--- src/rtl/crc32_pkg.sv ---
// CRC-32 (IEEE 802.3) constants and the parallel 8-bit step shared by the FCS path.
// Exports CRC_POLY_REFL, CRC_INIT, CRC_XOROUT, CRC_RESIDUE, crc8_step, crc8_step_p.
package crc32_pkg;

   localparam logic [31:0] CRC_POLY_REFL = 32'hEDB8_8320;
   localparam logic [31:0] CRC_INIT      = 32'hFFFF_FFFF;
   localparam logic [31:0] CRC_XOROUT    = 32'hFFFF_FFFF;
   localparam logic [31:0] CRC_RESIDUE   = 32'hDEBB_20E3;

   // LSB-first byte step with an explicit polynomial; the loop unrolls to XOR trees.
   function automatic logic [31:0] crc8_step_p(
      input logic [31:0] c,
      input logic [7:0]  d,
      input logic [31:0] poly
   );
      logic [31:0] x;
      x = c;
      for (int i = 0; i < 8; i++) begin
         x = (x >> 1) ^ ((x[0] ^ d[i]) ? poly : 32'h0);
      end
      return x;
   endfunction

   function automatic logic [31:0] crc8_step(
      input logic [31:0] c,
      input logic [7:0]  d
   );
      return crc8_step_p(c, d, CRC_POLY_REFL);
   endfunction

endpackage

--- src/rtl/crc32_comb.sv ---
// Ethernet FCS generator: absorbs one TX byte per eth_tx_clk, presents the FCS in wire order.
// Ports: eth_tx_clk, rst (sync, active-low), updatecrc, crc_lsb, data[7:0] in; result[31:0] out.
module crc32_comb
   import crc32_pkg::*;
#(
   parameter logic [31:0] POLY_REFL  = CRC_POLY_REFL,
   parameter logic [31:0] CRC_INIT_V = CRC_INIT,
   parameter logic [31:0] XOROUT     = CRC_XOROUT
) (
   input  logic        eth_tx_clk,
   input  logic        rst,
   input  logic        updatecrc,
   input  logic        crc_lsb,
   input  logic [7:0]  data,
   output logic [31:0] result
);

   logic [31:0] crc_reg;
   logic [31:0] crc_next;
   logic [31:0] fcs;
   logic        frozen;

   assign crc_next = crc8_step_p(crc_reg, data, POLY_REFL);

   // crc_lsb freezes the register so the framer can loop FCS bytes back on data.
   always_ff @(posedge eth_tx_clk) begin
      if (!rst) begin
         crc_reg <= CRC_INIT_V;
         frozen  <= 1'b0;
      end else if (crc_lsb) begin
         frozen  <= 1'b1;
      end else if (updatecrc && !frozen) begin
         crc_reg <= crc_next;
      end
   end

   // Byte swap so result[31:24] is the first FCS byte on the wire.
   assign fcs    = crc_reg ^ XOROUT;
   assign result = {fcs[7:0], fcs[15:8], fcs[23:16], fcs[31:24]};

endmodule

--- config.mk ---
export PLATFORM = sky130hd
export DESIGN_NAME = crc32_comb
export DESIGN_NICKNAME = d
export VERILOG_FILES = /design/src/rtl/crc32_pkg.sv /design/src/rtl/crc32_comb.sv
export SDC_FILE = /design/constraint.sdc
export NUM_CORES = 1
export LEC_CHECK = 0
export ABC_AREA = 1
export CORE_MARGIN = 2
export CORE_UTILIZATION = 53
export CTS_BUF_LIST = sky130_fd_sc_hd__clkbuf_4 sky130_fd_sc_hd__clkbuf_8 sky130_fd_sc_hd__clkbuf_16
export CTS_CLUSTER_DIAMETER = 30
export DETAILED_ROUTE_END_ITERATION = 16
export GPL_ROUTABILITY_DRIVEN = 0
export PLACE_DENSITY = 0.85
export SLEW_MARGIN = 30
export SYNTH_ARGS = -nofsm -noshare
export SYNTH_HDL_FRONTEND = slang
export SYNTH_SLANG_ARGS = --single-unit
--- constraint.sdc ---
create_clock -name eth_tx_clk -period 2 [get_ports eth_tx_clk]
set_input_delay 0.6 -clock eth_tx_clk [delete_from_list [all_inputs] [get_ports eth_tx_clk]]
set_output_delay 0.6 -clock eth_tx_clk [all_outputs]
set_load 0.02 [all_outputs]
# [Word level (Yosys, flattened, before mapping)]
# Index checks and enable logic that the tools add are counted.
[totals] latchBits=0 romBits=0 out_inout_bits=32 register_bits=33 ram_bits=0 n_memories=0 in_bits=12
[classes] n_mux=8 shift=0 n_addsub=0 n_bitwise=18 eq_ne=0 div_mod_pow=0 n_lt_le_gt_ge=0 reduce_logical=3 multipliers=0
[ops] operator="32-bit two-way mux" n=8
[ops] operator="31-bit by 32-bit bitwise XOR with 32-bit output" n=8
[ops] operator="32-bit NOT" n=1
[ops] operator="1-bit bitwise XOR" n=8
[ops] operator="2-bit AND reduction" n=1
[ops] operator="1-bit logical AND" n=1
[ops] operator="1-bit zero test" n=1
[ops] operator="1-bit NOT" n=1

# [Depth between registers and ports, before layout]
# Gate-level depths: netlist of the first run.
[logic_depth] ltp_word=24 depth_mapped=12 ltp_nobuf=12

# [Worst setup path after synthesis of the first run]
# Ideal clock, no wire load.
[synth_path] path_kind="input to register" start="input port data[3]" end="register crc_reg[22]" arrival_ps=1451 cell_stages=9 slack_ps=430 t_required_ps=1881 path_cell_list="inv_1 > nand2_4 > nand2_8 > nand2_2 > nand2_4 > inv_2 > or2_1 > a21oi_1 > o21ai_1"
[synth_between] elab_chain_len=7
[synth_lines] element="from (decl)" line_no="crc32_comb.sv:14" text="input logic [7:0] data,"
[synth_lines] element="1-bit bitwise XOR" line_no="crc32_pkg.sv:19" text="x = (x >> 1) ^ ((x[0] ^ d[i]) ? poly : 32'h0);"
[synth_lines] element="32-bit two-way mux" line_no="crc32_pkg.sv:19"
[synth_lines] element="31-bit by 32-bit bitwise XOR with 32-bit output (5 in a row)" line_no="crc32_pkg.sv:19"
[synth_lines] element="to (signal assigned)" line_no="crc32_comb.sv:33" text="crc_reg <= crc_next;"
[synth_lines] element="to (decl)" line_no="crc32_comb.sv:18" text="logic [31:0] crc_reg;"
# No other way between the ends.
# A chain may end at the register's enable or synchronous reset.

# [Worst setup path in the final report of the first run]
[layout_path] start="input port data[5]" end="register crc_reg[17]"
[layout_between] elab_chain_len=5
[layout_lines] element="1-bit bitwise XOR" line_no="crc32_pkg.sv:19"
[layout_lines] element="32-bit two-way mux" line_no="crc32_pkg.sv:19"
[layout_lines] element="31-bit by 32-bit bitwise XOR with 32-bit output (3 in a row)" line_no="crc32_pkg.sv:19"
# No other way between the ends.

==> results of run 1 <==
power by group through the flow:
stage	clock network (mW)	logic, mW	registers, mW
final	0.520	1.05	0.746
after global routing	0.540	1.14	0.751
after CTS	0.512	0.952	0.745
after detailed placement	0	0.943	0.760
after global placement	0	0.917	0.757
after floorplan	0	0.613	0.749
per-layer routing:
| layer | GRT usage | routed length (um) | vias to the layer above |
|---|---|---|---|
| met5 | 0 | 0 | - |
| met4 | 0.1048 | 302 | 0 |
| met3 | 0.05556 | 645 | 38 |
| met2 | 0.4683 | 3426 | 155 |
| met1 | 0.3194 | 2701 | 1194 |
| li1 | - | - | 1263 |
synth_stat cells (3+ instances only):
cell type  instances  share of area
nand2_1          117           0.19
inv_1             44          0.070
nand3_1           35          0.074
dfxtp_1           33           0.28
a21oi_1           26          0.055
xor2_1            22          0.081
inv_2             13          0.021
nand2_2           13          0.034
o211ai_1          11          0.035
nand2_4            8          0.038
o21ai_0            8          0.017
clkbuf_1           7          0.011
nor2_1             7          0.011
o21ai_1            3         0.0063
xnor2_1            3          0.011
xnor2_4            3          0.035
stage by stage:
step                setup slack (ns)  utilization  cells  power (mW)
floorplan                     0.4298            -    364       1.363
global placement             -0.2197       0.7109    477       1.674
detailed placement           -0.2417       0.7109    477       1.703
CTS                          0.04122       0.7309    485       2.208
global route                -0.05574       0.7619    488       2.435
finish                       0.03681       0.7619    488       2.319
worst reg2reg max path: stages, from the launching register on:
cell and delay (ns):
dfxtp_1 0.38, inv_2 0.05, nand2_1 0.09, nand2_4 0.11, xnor2_4 0.26, xor2_1 0.26, nand2_1 0.10, nand3_1 0.14
nand2_1 0.06
final cells by class:
cell class | instances | share of cell area
Timing Repair Buffer | 73 | 0.2150
Multi-Input combinational cell | 264 | 0.4717
Tap cell | 52 | 0.01975
Clock inverter | 3 | 0.005317
Clock buffer | 5 | 0.02089
Inverter | 58 | 0.06684
Sequential cell | 33 | 0.2005
cells by family after synthesis:
group | after synthesis | synth area share
AND/OR/NAND/NOR | 186 | 0.3637
AO/OA/AOI/OAI | 49 | 0.1165
buffers and inverters | 67 | 0.1075
flip-flops | 33 | 0.2783
XOR/XNOR | 29 | 0.1339
final timing paths:
path,from,to,depth (start not counted)
min reg2reg,frozen$_SDFFE_PN0P_,frozen$_SDFFE_PN0P_,2
max reg2reg,crc_reg[4]$_SDFFE_PN1P_,crc_reg[17]$_SDFFE_PN1P_,8
max,data[5],crc_reg[17]$_SDFFE_PN1P_,9
min,frozen$_SDFFE_PN0P_,frozen$_SDFFE_PN0P_,2
timing repair:
item	4_1_cts	5_1_grt
setup buffers	0	3
resized for setup	0	19
setup endpoints to repair	0	14
==> impl_metrics.yaml, run 1 <==
synth:
  synthesis.area_um2: 2374
  ys_async_sr_fraction: 0
  ys_warn_count: 0
  synth-edff-count: 0
  synth-seq-cells: 33
  synth_nets: 376
  synthesis.instances: 364
  seq_area_frac_synth: 0.2783
  postSynthAreaPerCell_um2: 6.521
  synthDistinctLibCells: 25
  synth_ff_type: "dfxtp_1"
global_route:
  first_global_vias: 2437
  grt_usage: 0.2672
  antenna_found_initial: 0
  grt_overflow: 0
  grt_pass1_wl_mm: 10.66
  grt_max_degree: 24
power:
  p_leak_nw: 1.683
  p_switching_mw: 0.9272
  power_density_nw_per_um2: 703.9
  sw_frac_of_total: 0.3998
  irDropWorstVdd_uv: 448.5
  combPwrFrac: 0.454
  seqPwrFrac: 0.322
  p_clk_frac: 0.224
  internal_power_mw: 1.392
floorplan:
  die_height_um: 70.92
  die-area_um2: 5030
  coreArea_um2: 4324
  rows: 24
  start_util: 0.5489
  io_pins: 44
  die_x_um: 70.92
worst_setup_path:
  cp_slowest_stage_delay_ns: 0.51
  ff2ff_setup_slack_ns: 0.45
  slowest_stage: "clkdlybuf4s50_1"
  end_kind: "flop"
  crit_required_ns: 2.19
  timing_worst_setup_path_type: "input pin to flop"
  crit_top_cell: "nand2_1"
  crit_family: "buffers and inverters"
  critPathLaunchType: "input pin"
  crit_buf_inv: 2
  worst-path-max-fanout: 8
  crit_arrival_ns: 2.15
  worstPathCellList: "clkdlybuf4s50_1, inv_2, nand2_2, nand2_4, xnor2_4, xor2_1, nand2_1, nand3_1, nand2_1"
routing:
  viasPerCell: 5.430
  drtIter0Drc: 209
  avgRoutedWirePerCell_um: 14.50
  first_pass_iters: 5
  drc: 0
  final_antenna_net_count: 0
  num_vias: 2650
  routed_wl_mm: 7.075
cells_and_area:
  layout-drive-gt1-share: 0.2133
  fin_nets: 447
  nFillCells: 309
  multi_input_area_um2: 1554
  design_area_um2: 3294
  antenna_cells: 0
  largest_register_ffs: 32
  final_cell_mix: "nand2_1 (112), inv_1 (44), clkdlybuf4s50_1 (42), nand3_1 (35), dfxtp_1 (33)"
  regArea_um2: 660.6
  area_growth_pct: 38.80
  final_common_cell: "nand2_1"
sta:
  setup_viol_count_final: 0
  fmax_mhz: 509.4
  finalCritPeriodShare: 0.9816
  slew_violations: 0
  slew-limit-headroom: 0.8009
  hold_viol: 0
  tightest_slew_ns: 0.2955
  fin_worst_skew_ns: 0.008888
  rsz0062_at_grt: "true"
  setup_tns_ns: 0
  fin_hold_ws_ns: 0.4608
  layout_min_cycle_time_ns: 1.963
placement:
  portBuffers: 43
  dpl.hpwl_mm: 4.905
  placedInstanceArea_um2: 3074
cts:
  worstSkewPairLatency_ns: 0.30
  cts_buffers: 5
  cts-root-buf: "clkbuf_8"
  clkTransAtPathRegs_ns: 0.07
  cts_tree: "yes"
  cts_buffer_depth: 2
  hold_buffers: 0
  htreeDepth: 2
  cts.sinks: 33
outcome:
  outcome: "complete, no violations"
worst_hold_path:
  min_path_type: "flop to flop"
run:
  cap_viol_max_count: 0
Note: power is estimated with default switching activity, not from simulation.
==> run 2, diff against run 1 <==
PLACE_DENSITY = 0.92   (was 0.85)
SETUP_SLACK_MARGIN = 0.5   (was not set)
==> impl_metrics.yaml, run 2 <==
synth:
  synthesis.instances: 364
  synth_top_area_frac: 0.2783
  synth-edff-count: 0
  synthesis.area_um2: 2374
  yosysTopAreaCell: "dfxtp_1"
  synth-seq-cells: 33
  seq_area_frac_synth: 0.2783
  ys_async_sr_fraction: 0
  synthDistinctLibCells: 25
  synth_nets: 376
  ys_warn_count: 0
  postSynthAreaPerCell_um2: 6.521
  yosys-top-cells-area: "dfxtp_1 (28%), nand2_1 (19%), xor2_1 (8.1%), nand3_1 (7.4%), inv_1 (7.0%)"
  synth_common_cells: "nand2_1 (117), inv_1 (44), nand3_1 (35)"
  synth_ff_type: "dfxtp_1"
  yosysMostFrequentCell: "nand2_1"
outcome:
  outcome: "did not finish"
  stop_stage: "5_1_grt"
  firstError: "[ERROR GRT-0232] Routing congestion too high. Check the congestion heatmap in the GUI."
sta:
  grt_repair_worst_endpoint: "crc_reg[15]$_SDFFE_PN1P_/D"
  worst_endpoint_kind: "sequential cell input"
floorplan:
  io_pins: 44
  die_height_um: 70.92
  rows: 24
  start_util: 0.5489
  die_x_um: 70.92
placement:
  dpl.hpwl_mm: 5.222
  portBuffers: 43
  place_ws_ns: -0.2812
cts:
  cts_buffers: 5
  cts.sinks: 33
  cts_buffer_depth: 2
  htreeDepth: 2
  cts-root-buf: "clkbuf_8"
global_route:
  grt_usage: 0.7329
  grt_overflow: 62
  grt_max_degree: 24
==> run 2: logic make-up after synthesis <==
family	after synthesis	share of synthesized area
simple gates	186	0.3637
buf+inv	67	0.1075
compound gates	49	0.1165
flops	33	0.2783
xor+xnor	29	0.1339
==> run 2: what timing repair did <==
| action | 4_1_cts |
|---|---|
| setup endpoints to repair | 64 |
| hold endpoints to repair | 0 |
| gates cloned | 1 |
| buffers inserted | 16 |
| resized for setup | 266 |
| hold buffers | 0 |
| pin swaps | 51 |
==> run 2: through the flow <==
step                utilization  instance area, um2  instances  hold slack (ns)
floorplan                     -                2471        364           0.4309
global placement         0.7306                3159        477           0.4397
detailed placement       0.7306                3159        477           0.4622
CTS                      0.8423                3642        501           0.4801
==> run 2: layer usage <==
metal	track usage	GRT overflow
met2	0.9387	36
met3	0.4715	0
met5	0.04040	0
met4	0.8239	25
met1	0.7422	1
==> run 3, diff against run 2 <==
CORE_UTILIZATION = 40   (was 53)
CTS_BUF_LIST = not set   (was sky130_fd_sc_hd__clkbuf_4 sky130_fd_sc_hd__clkbuf_8 sky130_fd_sc_hd__clkbuf_16)
CTS_CLUSTER_DIAMETER = not set   (was 30)
PLACE_DENSITY = not set   (was 0.92)
PLACE_DENSITY_LB_ADDON = 0.15   (was not set)
SETUP_SLACK_MARGIN = not set   (was 0.5)
==> impl_metrics.yaml, run 3 (synthesis results as in run 1) <==
outcome:
  outcome: "complete, no violations"
placement:
  dp_cells: 503
  dpl.hpwl_mm: 4.787
  portBuffers: 43
  placedInstanceArea_um2: 3113
cells_and_area:
  design_area_um2: 3312
  final_common_cell: "nand2_1"
  largest_register_ffs: 32
  final_cell_mix: "nand2_1 (113), inv_1 (44), clkdlybuf4s50_1 (41), nand3_1 (35), dfxtp_1 (33)"
  regArea_um2: 660.6
  nFillCells: 566
  fin_cells: 514
  antenna_cells: 0
  area_growth_pct: 39.54
  layout-drive-gt1-share: 0.2118
  fin_nets: 450
  multi_input_area_um2: 1534
worst_setup_path:
  crit_arrival_ns: 1.34
  rr_startpoint: "crc_reg[4]$_SDFFE_PN1P_"
  worstRegToRegCells: 8
  ff2ff_setup_slack_ns: 0.50
  slowest_stage: "clkdlybuf4s50_1"
  critPathLaunchType: "flop"
  r2r_end: "crc_reg[17]$_SDFFE_PN1P_"
  timing_worst_setup_path_type: "flop to primary output"
  cp_slowest_stage_delay_ns: 0.61
  worstPathCellList: "inv_2, clkdlybuf4s50_1"
  end_kind: "primary output"
  crit_required_ns: 1.40
  worst-path-max-fanout: 4
  crit_family: "buffers and inverters"
  crit_buf_inv: 2
  crit_path_start: "crc_reg[3]$_SDFFE_PN1P_"
routing:
  avgRoutedWirePerCell_um: 12.74
  viasPerCell: 4.739
  final_antenna_net_count: 0
  drc: 0
  drtIter0Drc: 94
  num_vias: 2436
  first_pass_iters: 7
  routed_wl_mm: 6.547
power:
  power_mw: 2.279
  power_density_nw_per_um2: 688.1
  p_leak_nw: 1.704
  irDropWorstVdd_uv: 323.3
cts:
  clkTransAtPathRegs_ns: 0.07
  cts.sinks: 33
  htreeDepth: 2
  hold_buffers: 0
  cts-root-buf: "clkbuf_8"
  cts_buffers: 5
  cts_buffer_depth: 2
  cts_tree: "yes"
  worstSkewPairLatency_ns: 0.29
global_route:
  antenna_found_initial: 0
  grt_overflow: 0
  grt_usage: 0.2117
  first_global_vias: 2245
  grt_pass1_wl_mm: 10.56
  grt_max_degree: 33
worst_hold_path:
  min_path_cells: 2
  min_path_type: "flop to flop"
  min_to: "frozen$_SDFFE_PN0P_"
  hold_start: "frozen$_SDFFE_PN0P_"
sta:
  slew_violations: 0
  finalCritPeriodShare: 0.9694
  tightest_slew_ns: 0.2779
  layout_min_cycle_time_ns: 1.939
  fin_worst_skew_ns: 0.004797
  fmax_mhz: 515.8
  setup_viol_count_final: 0
  slew-limit-headroom: 0.8147
  hold_viol: 0
floorplan:
  rows: 28
  io_pins: 44
  die_x_um: 81.03
  coreArea_um2: 5816
  die_height_um: 81.03
  start_util: 0.4081
  die-area_um2: 6566
run:
  cap_viol_max_count: 0
## run 3: area by class of cell
cell class,count,area share
Inverter,58,0.06649
Multi-Input combinational cell,264,0.4632
Tap cell,75,0.02833
Sequential cell,33,0.1995
Clock buffer,6,0.02191
Clock inverter,2,0.003022
Timing Repair Buffer,76,0.2176
## run 3: worst max path at each step
stage                                           to  cells past startpoint
after floorplan           crc_reg[22]$_SDFFE_PN1P_                      9
after global placement     crc_reg[7]$_SDFFE_PN1P_                      9
after detailed placement  crc_reg[17]$_SDFFE_PN1P_                      9
after CTS                                result[2]                      2
after global routing      crc_reg[17]$_SDFFE_PN1P_                      9
final                                   result[27]                      2
## run 3: worst reg2reg max path, cell delays in order (launching register included)
cell and delay (ns):
dfxtp_1 0.38, inv_2 0.05, nand2_1 0.09, nand2_4 0.12, xnor2_4 0.28, xor2_1 0.22
nand2_1 0.09, nand3_1 0.11, nand2_1 0.06
## run 3: where the power goes
group / switching, mW / internal (mW)
Sequential: 0.0383 / 0.706
Clock: 0.280 / 0.242
Combinational: 0.573 / 0.440
Total: 0.891 / 1.39
## run 3: per-stage QoR
step | setup TNS [ns] | hold slack (ns) | util | worst slack (ns)
after floorplan | 0 | 0.4309 | - | 0.4298
after global placement | -3.819 | 0.4414 | 0.5353 | -0.2140
after detailed placement | -4.429 | 0.4467 | 0.5353 | -0.2353
after CTS | 0 | 0.4576 | 0.5495 | 0.04520
after global routing | -0.006118 | 0.4918 | 0.5695 | -0.006118
final | 0 | 0.4549 | 0.5695 | 0.06128
## run 3: per-layer routing
metal / share of wire / wire (um) / global-route usage / up-vias
met5: 0 / 0 / 0 / -
met4: 0.011 / 72 / 0.05932 / 0
met3: 0.042 / 273 / 0.03778 / 6
met2: 0.47 / 3059 / 0.3587 / 48
met1: 0.48 / 3141 / 0.2757 / 1103
li1: - / - / - / 1279
## run 3: what timing repair did
item / CTS / global route
buffers inserted: 0 / 3
gates resized for setup: 0 / 15
setup endpoints to repair: 0 / 17
